### config.mk
export PLATFORM = sky130hd
export DESIGN_NAME = mulu_m3q3_seq
export DESIGN_NICKNAME = d
export VERILOG_FILES = /design/src/rtl/mulu_m3q3_seq.sv
export SDC_FILE = /design/constraint.sdc
export NUM_CORES = 1
export LEC_CHECK = 0
export ABC_AREA = 1
export ABC_CLOCK_PERIOD_IN_PS = 2200
export BUFFER_PORTS_ARGS = -buffer_cell sky130_fd_sc_hd__buf_4
export CORE_MARGIN = 5
export CORE_UTILIZATION = 53
export DETAILED_ROUTE_END_ITERATION = 12
export PLACE_DENSITY = 0.8
export SLEW_MARGIN = 10
export SYNTH_ARGS = -nofsm -noshare
export SYNTH_HDL_FRONTEND = slang
export SYNTH_SLANG_ARGS = --single-unit
### constraint.sdc
create_clock -name clk -period 2.2 [get_ports clk]
set_input_delay 0.66 -clock clk [delete_from_list [all_inputs] [get_ports clk]]
set_output_delay 0.66 -clock clk [all_outputs]
set_load 0.1 [all_outputs]
### src/rtl/mulu_m3q3_seq.sv
// Sequential 3x3 unsigned multiply wrapper: registers operands for an external multiplier and
// buffers products in a 2-entry FIFO. Define MULU_SEQ_COUNT_EN to add the op_count port.
module mulu_m3q3_seq (
  input  logic       clk,
  input  logic       rst,
  input  logic       in_valid,
  output logic       in_ready,
  input  logic [2:0] in_x,
  input  logic [2:0] in_y,
  output logic [2:0] mul_x,
  output logic [2:0] mul_y,
  input  logic [5:0] mul_p,
  output logic       out_valid,
  input  logic       out_ready,
  output logic [5:0] out_p
`ifdef MULU_SEQ_COUNT_EN
  ,
  output logic [7:0] op_count
`endif
);

  typedef enum logic {IDLE, CALC} state_t;

  state_t     state_q, state_d;
  logic [1:0] count_q, count_d;
  logic [5:0] head_q, head_d;
  logic [5:0] tail_q, tail_d;
  logic [2:0] mul_x_q, mul_x_d;
  logic [2:0] mul_y_q, mul_y_d;
  logic       accept;
  logic       push;
  logic       pop;

  always_ff @(posedge clk) begin
    if (rst) begin
      state_q <= IDLE;
    end else begin
      state_q <= state_d;
    end
  end

  always_comb begin
    state_d = state_q;
    case (state_q)
      IDLE:    if (accept) state_d = CALC;
      CALC:    state_d = IDLE;
      default: state_d = IDLE;
    endcase
  end

  // in_ready depends on registers only, so there is no combinational path from in_valid/out_ready
  always_comb begin
    in_ready  = (state_q == IDLE) && (count_q < 2'd2);
    out_valid = (count_q != 2'd0);
    out_p     = out_valid ? head_q : 6'd0;
    mul_x     = mul_x_q;
    mul_y     = mul_y_q;
  end

  assign accept = in_valid && in_ready;
  assign push   = (state_q == CALC);
  assign pop    = out_valid && out_ready;

  always_comb begin
    count_d = count_q;
    head_d  = head_q;
    tail_d  = tail_q;
    mul_x_d = mul_x_q;
    mul_y_d = mul_y_q;
    if (accept) begin
      mul_x_d = in_x;
      mul_y_d = in_y;
    end
    case ({push, pop})
      2'b10: begin
        if (count_q == 2'd0) begin
          head_d  = mul_p;
          count_d = 2'd1;
        end else if (count_q == 2'd1) begin
          tail_d  = mul_p;
          count_d = 2'd2;
        end
      end
      2'b01: begin
        head_d  = tail_q;
        tail_d  = 6'd0;
        count_d = count_q - 2'd1;
      end
      2'b11: begin
        // count is unchanged; the old head leaves and the new product joins behind any survivor
        if (count_q == 2'd1) begin
          head_d = mul_p;
        end else begin
          head_d = tail_q;
          tail_d = mul_p;
        end
      end
      default: begin
      end
    endcase
  end

  always_ff @(posedge clk) begin
    if (rst) begin
      count_q <= 2'd0;
      head_q  <= 6'd0;
      tail_q  <= 6'd0;
      mul_x_q <= 3'd0;
      mul_y_q <= 3'd0;
    end else begin
      count_q <= count_d;
      head_q  <= head_d;
      tail_q  <= tail_d;
      mul_x_q <= mul_x_d;
      mul_y_q <= mul_y_d;
    end
  end

`ifdef MULU_SEQ_COUNT_EN
  logic [7:0] op_count_q, op_count_d;

  always_comb begin
    op_count_d = op_count_q;
    if (push) op_count_d = op_count_q + 8'd1;
  end

  always_ff @(posedge clk) begin
    if (rst) begin
      op_count_q <= 8'd0;
    end else begin
      op_count_q <= op_count_d;
    end
  end

  assign op_count = op_count_q;
`endif

endmodule

Yosys cells after proc, flatten, opt, wreduce, memory -nomap -nowiden
Cells that the tools add are included.
- muxes and demuxes: 12
- add/subtract/negate cells: 1
- reduce and logical (&&, ||, !) cells: 10
- bitwise operators: 1
- eq/ne operators: 8
- order comparisons: 1
- operators with widths (kind ; count):
    one-hot mux 6 bit (3 select lines) ; 2
    2-to-1 mux 6 bit ; 5
    != test 2 bit, second input constant ; 3
    == test 2 x 1 -> 1 bit, second input constant ; 2
    == test 2 bit, second input constant ; 2
    2-to-1 mux 2 bit ; 2
    one-hot mux 2 bit (2 select lines) ; 1
    AND reduction 2 bit ; 2
    nonzero test 2 bit ; 2
    logical AND 1 bit ; 3
    != test 3 bit, second input constant ; 1
    AND reduction 3 bit ; 1
    nonzero test 3 bit ; 1
    zero test 2 bit ; 1
    < comparator 2 bit, second input constant ; 1
    one-hot mux 1 bit (2 select lines) ; 1
    subtractor 2 x 1 -> 2 bit, second input constant ; 1
    2-to-1 mux 1 bit ; 1
    NOT 1 bit ; 1
- output and inout bits: 14
- word-level logic and storage cells: 39
- bits in registers: 21

Longest topological paths before layout
Gate-level depths: netlist (run 1).
- depth in word-level cells: 5
- depth in mapped cells: 14
- mapped depth without buffers: 13

Least setup slack after synthesis (run 1)
OpenSTA, ideal clock, no wires.
- path kind: register to output
- start: register count_q[0]
- end: output port out_p[0]
- buffers on the path: 1
- stages on the path, launching flop included: 5
- arrival time: 2.005 ns
- required time: 1.540 ns
- path slack: -0.465 ns
- path through: dfxtp_1 -> inv_1 -> ha_1 -> buf_4 -> nor2_1
- longest elaborated chain between the ends: 2
- RTL lines (what ; RTL line ; source):
    start: declaration ; 25 ; logic [1:0] count_q, count_d;
    start signal: assignment ; 111 ; count_q <= count_d;
    nonzero test 2 bit ; 54 ; out_valid = (count_q != 2'd0);
    2-to-1 mux 6 bit ; 55 ; out_p = out_valid ? head_q : 6'd0;
    end: declaration ; 15 ; output logic [5:0] out_p
No other way between the ends.

Worst setup path after layout (run 1)
- start: register count_q[0]
- end: output port out_p[4]
Same word-level chain as after synthesis.

==> results of run 1 <==
==> final cells by class <==
class                   count  area (µm²)  area share (%)
clock buffers               3        22.5            1.26
clock inverters             1        5.00           0.280
inverters                  43         165            9.25
multi-input cells         170         822            46.0
flip-flops and latches     21         423            23.7
well taps                  30        37.5            2.10
repair buffers             32         310            17.4
==> registers in the layout (all words and copies together), names as in the netlist <==
name and count:
head_q 6, tail_q 6, mul_x 3, mul_y 3, count_q 2, push 1
==> cell usage after synthesis <==
cell type,number
nand3_2,1
clkbuf_1,2
nand3_1,19
dfxtp_1,21
buf_2,1
ha_1,7
nand2_1,83
nand4_1,6
inv_1,42
nor2_1,43
nand2_2,3
o21ai_0,8
buf_4,4
inv_2,1
==> power by group through the flow <==
stage | combinational [mW] | sequential (mW) | clock [mW]
floorplan | 1.22 | 0.702 | 0
global placement | 1.65 | 0.560 | 0
detailed placement | 1.65 | 0.564 | 0
CTS | 1.68 | 0.556 | 0.200
global route | 1.91 | 0.571 | 0.225
finish | 1.74 | 0.559 | 0.195
==> worst max path at each step <==
stage / from / endpoint / depth (start not counted)
final: count_q[0] / out_p[4] / 5
after global routing: count_q[1] / out_p[4] / 5
after CTS: count_q[0] / out_p[0] / 5
after detailed placement: out_ready / head_q[3] / 11
after global placement: out_ready / head_q[3] / 11
after floorplan: count_q[1] / out_p[0] / 4
==> worst max-delay path, cell delays in order (launching register included) <==
cell	delay [ns]
dfxtp_2	0.36
inv_1	0.06
ha_2	0.20
buf_4	0.21
nor2_4	0.14
buf_8	0.20
==> cells by family (layout without fill, tap and decap cells) <==
logic type               count (synthesis)  in the layout  synth area share (%)
AND/OR/NAND/NOR                        155            155                  45.8
buffers and inverters                   50             79                  14.7
flip-flops                              21             21                  30.3
AO/OA/AOI/OAI                            8              8                  2.89
adder cells (fa/ha/maj)                  7              7                  6.32
==> metal layers <==
layer  vias to the layer above  share of wire, %  global-route usage [%]
met5                         -                 0                       0
met4                         0              0.92                    5.26
met3                         4               6.3                    3.98
met2                        40                48                    29.5
met1                       625                45                    25.6
li1                        780                 -                       -
==> placed cells by master, fill, tap and decap left out, drive strengths merged <==
| master | n |
|---|---|
| clkinvlp | 1 |
| o21ai | 8 |
| nand3 | 20 |
| clkbuf | 3 |
| buf | 32 |
| nor2 | 43 |
| clkinv | 1 |
| nand4 | 6 |
| inv | 42 |
| dfxtp | 21 |
| nand2 | 86 |
| ha | 7 |
==> timing repair <==
item,in CTS,in global routing
buffers inserted,0,0
gates resized for setup,6,14
endpoints found under the setup margin,6,6
cloned,0,0
==> metrics by stage <==
| step | std cells | hold slack (ns) | power, mW | instance area, µm² | TNS, ns |
|---|---|---|---|---|---|
| 2_1_floorplan | 241 | 0.514 | 1.92 | 1450 | -0.0476 |
| 3_3_place_gp | 296 | 0.465 | 2.21 | 1680 | 0 |
| 3_5_place_dp | 296 | 0.475 | 2.22 | 1680 | 0 |
| 4_1_cts | 300 | 0.488 | 2.44 | 1730 | 0 |
| 5_1_grt | 300 | 0.480 | 2.71 | 1790 | -0.0173 |
| 6_report | 300 | 0.494 | 2.49 | 1790 | 0 |
==> metrics, run 1 <==
layout cells sized above 1 ~20%; die width 61.1 µm; Area Growth Syn to Fin 28.8%; Worst Setup End Kind primary output; worst setup margin 0.0605 ns; Logic pwr share 69.8%; worst hold start rst; Clk Latency, worst-skew pair just over 0.3 ns; Setup CP Type reg -> out; WL per Instance 10.8 µm; nets@finish around 290; num rows 18; clock skew approximately 0.0042 ns; Clock Power Share under 10%; Hold Buf Count CTS 0; Max transition margin approximately three fifths; Yosys reg bits 21; CP startpoint kind register; Synth Cell Area 1390 µm²; Fillers 224; IO Count 30; Tot GR Track Use 18.7%; Pint around 1.1 mW; Flop pwr share 22.4%; GP Congestion about 0.86; maximum VDD drop 1.12 mV; CTS tree built; Vias/cell a little under 5; LEAKAGE 0.995 nW; final count of hold timing violations 0; via count 1449; I/O Buffers 29; hold depth 2; initial drt markers 79; Antenna Nets Post-Route 0; H-tree level count 1; fin util roughly 71%; Synth area leaders dfxtp_1 30%, nand2_1 22%, nor2_1 12%; diode count 0; first-pass GRT wire length 5.35 mm; Tcrit/Tclk final 97.3%; syn nets ~260; Hold Path Class in -> reg; HPWL Detailed roughly 2.5 mm; Seq/Total Area, Yosys a little under a third; core area 2500 µm²; CTS Root Cell clkbuf_4; Reg2Reg Launch Point count_q[0]; router iterations before antenna repair 4; Setup-failing EPs final 0; worst hold endpoint push; Cells after Synth ~240; area leader, netlist dfxtp_1; share of the synthesized area in the top cell type a little under a third; Place WS 0.195 ns; PwrDens about 1400 nW/µm²; initial core utilization 55.5%; worst slew pin tran 0.577 ns; synthesis warning total 0; # DRC 0; CP max FO 10; die height around 61 µm; outcome complete, no violations; switching pwr 1.41 mW; WP data required ~1.5 ns; mean area per synthesized cell 5.75 µm²; largest net degree at the start of global routing 21; min Tclk post-route 2.14 ns; unique cell type count in the Yosys netlist 14; Worst EP arrival 1.48 ns; maxcap violations 0; clk sinks 21; initial antenna violation count 0; Slew Viols, Final 0; total grt overflow 0; Reg clk slew, reported paths around 0.13 ns; switching share of total power 56.5%; drt total wl 3.25 mm; Reg2Reg Depth 13; number of CTS-inserted buffers 3; die area 3740 µm²; R2R setup slack around 0.24 ns; fmax 0.467 GHz; FF-to-FF End head_q[3]; CTS Buffer Depth 2; vias in the first global route 1256
No activity file was read; power rests on OpenSTA's default activity.
==> run 2: changes to the inputs <==
- CORE_UTILIZATION: 53 -> 35
- PLACE_DENSITY: 0.8 -> 0.57
==> run 2 against run 1 <==
Compared with the run above:
- first-iteration DRC count decreased by 1.3%
- total power increased by 1.6%
- utilization decreased by 23 points
- die area increased by 42%
- global-route usage decreased by 4.8 points
- highest routed layer unchanged
==> metrics, run 2 (synthesis gave the netlist of run 1 again) <==
FF-to-FF End head_q[2]; CTS Buffer Depth 2; worst hold endpoint mul_x[1]; GP Congestion 0.851; maximum VDD drop 0.845 mV; router iterations before antenna repair 5; diode count 0; IO Count 30; initial drt markers 78; DP Area 1700 µm²; Max transition margin 62.0%; Vias/cell 4.53; Area Growth Syn to Fin 29.6%; Reg2Reg Launch Point count_q[0]; switching share of total power 56.0%; Pint 1.11 mW; final count of hold timing violations 0; die height 72.9 µm; CP max-delay cell dfxtp_1; worst hold start mul_x[1]; PwrDens roughly 1400 nW/µm²; R2R setup slack about 0.27 ns; Worst EP arrival 1.45 ns; WL per Instance 10.8 µm; initial antenna violation count 0; Tcrit/Tclk final 96.0%; drt total wl between 3 and 4 mm; largest net degree at the start of global routing 21; fmax 0.474 GHz; Tot Pwr about 2.5 mW; CP max FO 10; Post-CTS Repair Setup Buffers 0; clock skew 0.00574 ns; RSZ-0062 raised after global routing yes; CP bufs+invs 3; CTS tree built; min Tclk post-route 2.11 ns; worst slew pin tran 0.569 ns; via count 1441; core area 3740 µm²; maxcap violations 0; Critical Path Max Stage Delay 0.36 ns; switching pwr 1.42 mW; worst-path cell chain inv_1, ha_2, buf_4, nor2_4, buf_6; Reg clk slew, reported paths about 0.08 ns; Setup-failing EPs final 0; die width between 70 and 80 µm; CP startpoint kind register; commonest non-fill, non-tap cell in the layout nand2_1; H-tree level count 1; CTS Root Cell clkbuf_8; Setup CP Type reg -> out; Hold Buf Count CTS 0; Worst Setup End Kind primary output; biggest regs head_q: 6 flops, tail_q: 6 flops; die area 5320 µm²; Clock Power Share 10.8%; num rows 22; dpl cells 314; Flop pwr share 22.0%; LEAKAGE 0.996 nW; Logic pwr share 67.2%; Reg2Reg Depth 13; Fillers 436; layout cells sized above 1 between 10% and 20%; commonest non-fill, non-tap cells in the layout 83 x nand2_1, 41 x inv_1, 35 x nor2_1; # DRC 0; design area 1800 µm²; I/O Buffers 29; WP data required 1.54 ns; Slew Viols, Final 0; Tot GR Track Use between 10 and 15%; FF+latch area 420 µm²; outcome complete, no violations; fin cells 318; hold depth 2; Hold Path Class reg -> reg; initial core utilization 37.0%; Antenna Nets Post-Route 0; total grt overflow 0; number of CTS-inserted buffers 3; cell family with most CP delay buffers and inverters; first-pass GRT wire length 5.94 mm; Clk Latency, worst-skew pair roughly 0.27 ns; Multi-input gate area 822 µm²; HPWL Detailed ~2.7 mm; vias in the first global route 1390; clk sinks 21; nets@finish 294
-- run 2: cell count changes in the layout (fill, tap and decap cells not counted) --
cell,delta
clkbuf_4,-3
dfxtp_2,-2
buf_6,+2
buf_12,-4
dfxtp_1,+2
buf_8,+2
clkbuf_8,+3
-- run 2: repair_timing --
action | CTS | global route
endpoints found under the hold margin | 0 | 0
endpoints found under the setup margin | 0 | 6
gates resized for setup | 0 | 12
-- run 2: worst max-delay path by stage --
| stage | from | endpoint | cells after the start |
|---|---|---|---|
| after floorplan | count_q[1] | out_p[0] | 4 |
| after detailed placement | out_ready | head_q[2] | 11 |
| after global routing | count_q[0] | out_p[4] | 5 |
| after CTS | count_q[0] | out_p[0] | 5 |
| final | count_q[0] | out_p[4] | 5 |
| after global placement | out_ready | head_q[1] | 11 |
-- run 2: area by class of cell --
cell class | instances | share of cell area, %
repair buffers | 32 | 15.7
clock inverters | 1 | 0.279
clock buffers | 3 | 2.30
inverters | 43 | 9.19
well taps | 48 | 3.34
flip-flops and latches | 21 | 23.4
multi-input cells | 170 | 45.8
-- run 2: metrics by stage --
stage	worst slack (ns)	hold slack (ns)	util, %	setup TNS [ns]
detailed placement	0.226	0.479	45.5	0
floorplan	-0.0476	0.514	-	-0.0476
finish	0.0890	0.493	48.0	0
global route	-0.00539	0.530	48.0	-0.0107
CTS	0.0139	0.499	46.7	0
global placement	0.255	0.464	45.5	0
-- run 2: power groups by stage --
stage                     Clock [mW]  Combinational [mW]  Sequential [mW]
after CTS                      0.281                1.67            0.559
final                          0.274                1.70            0.558
after global routing           0.293                1.89            0.572
after detailed placement           0                1.66            0.567
after global placement             0                1.67            0.566
after floorplan                    0                1.22            0.702
-- run 2: worst reg2reg max path, stage by stage, from the launching register on --
cell and delay [ns]:
dfxtp_1 0.36, inv_1 0.06, ha_2 0.20, clkinvlp_4 0.10, nand2_4 0.05, inv_1 0.09, ha_2 0.31, inv_2 0.04
nand2_1 0.29, nand2_1 0.09, nand2_1 0.07, nand3_1 0.07, nand2_1 0.07, inv_1 0.03
-- run 2: per-layer routing --
metal	wire, µm	share of wire [%]	vias to the layer above	GRT usage, %
met1	1590	46	627	18.1
met2	1590	46	33	23.1
met4	48	1.4	0	4.30
met5	0	0	-	0
met3	210	6.1	5	2.62
li1	-	-	776	-
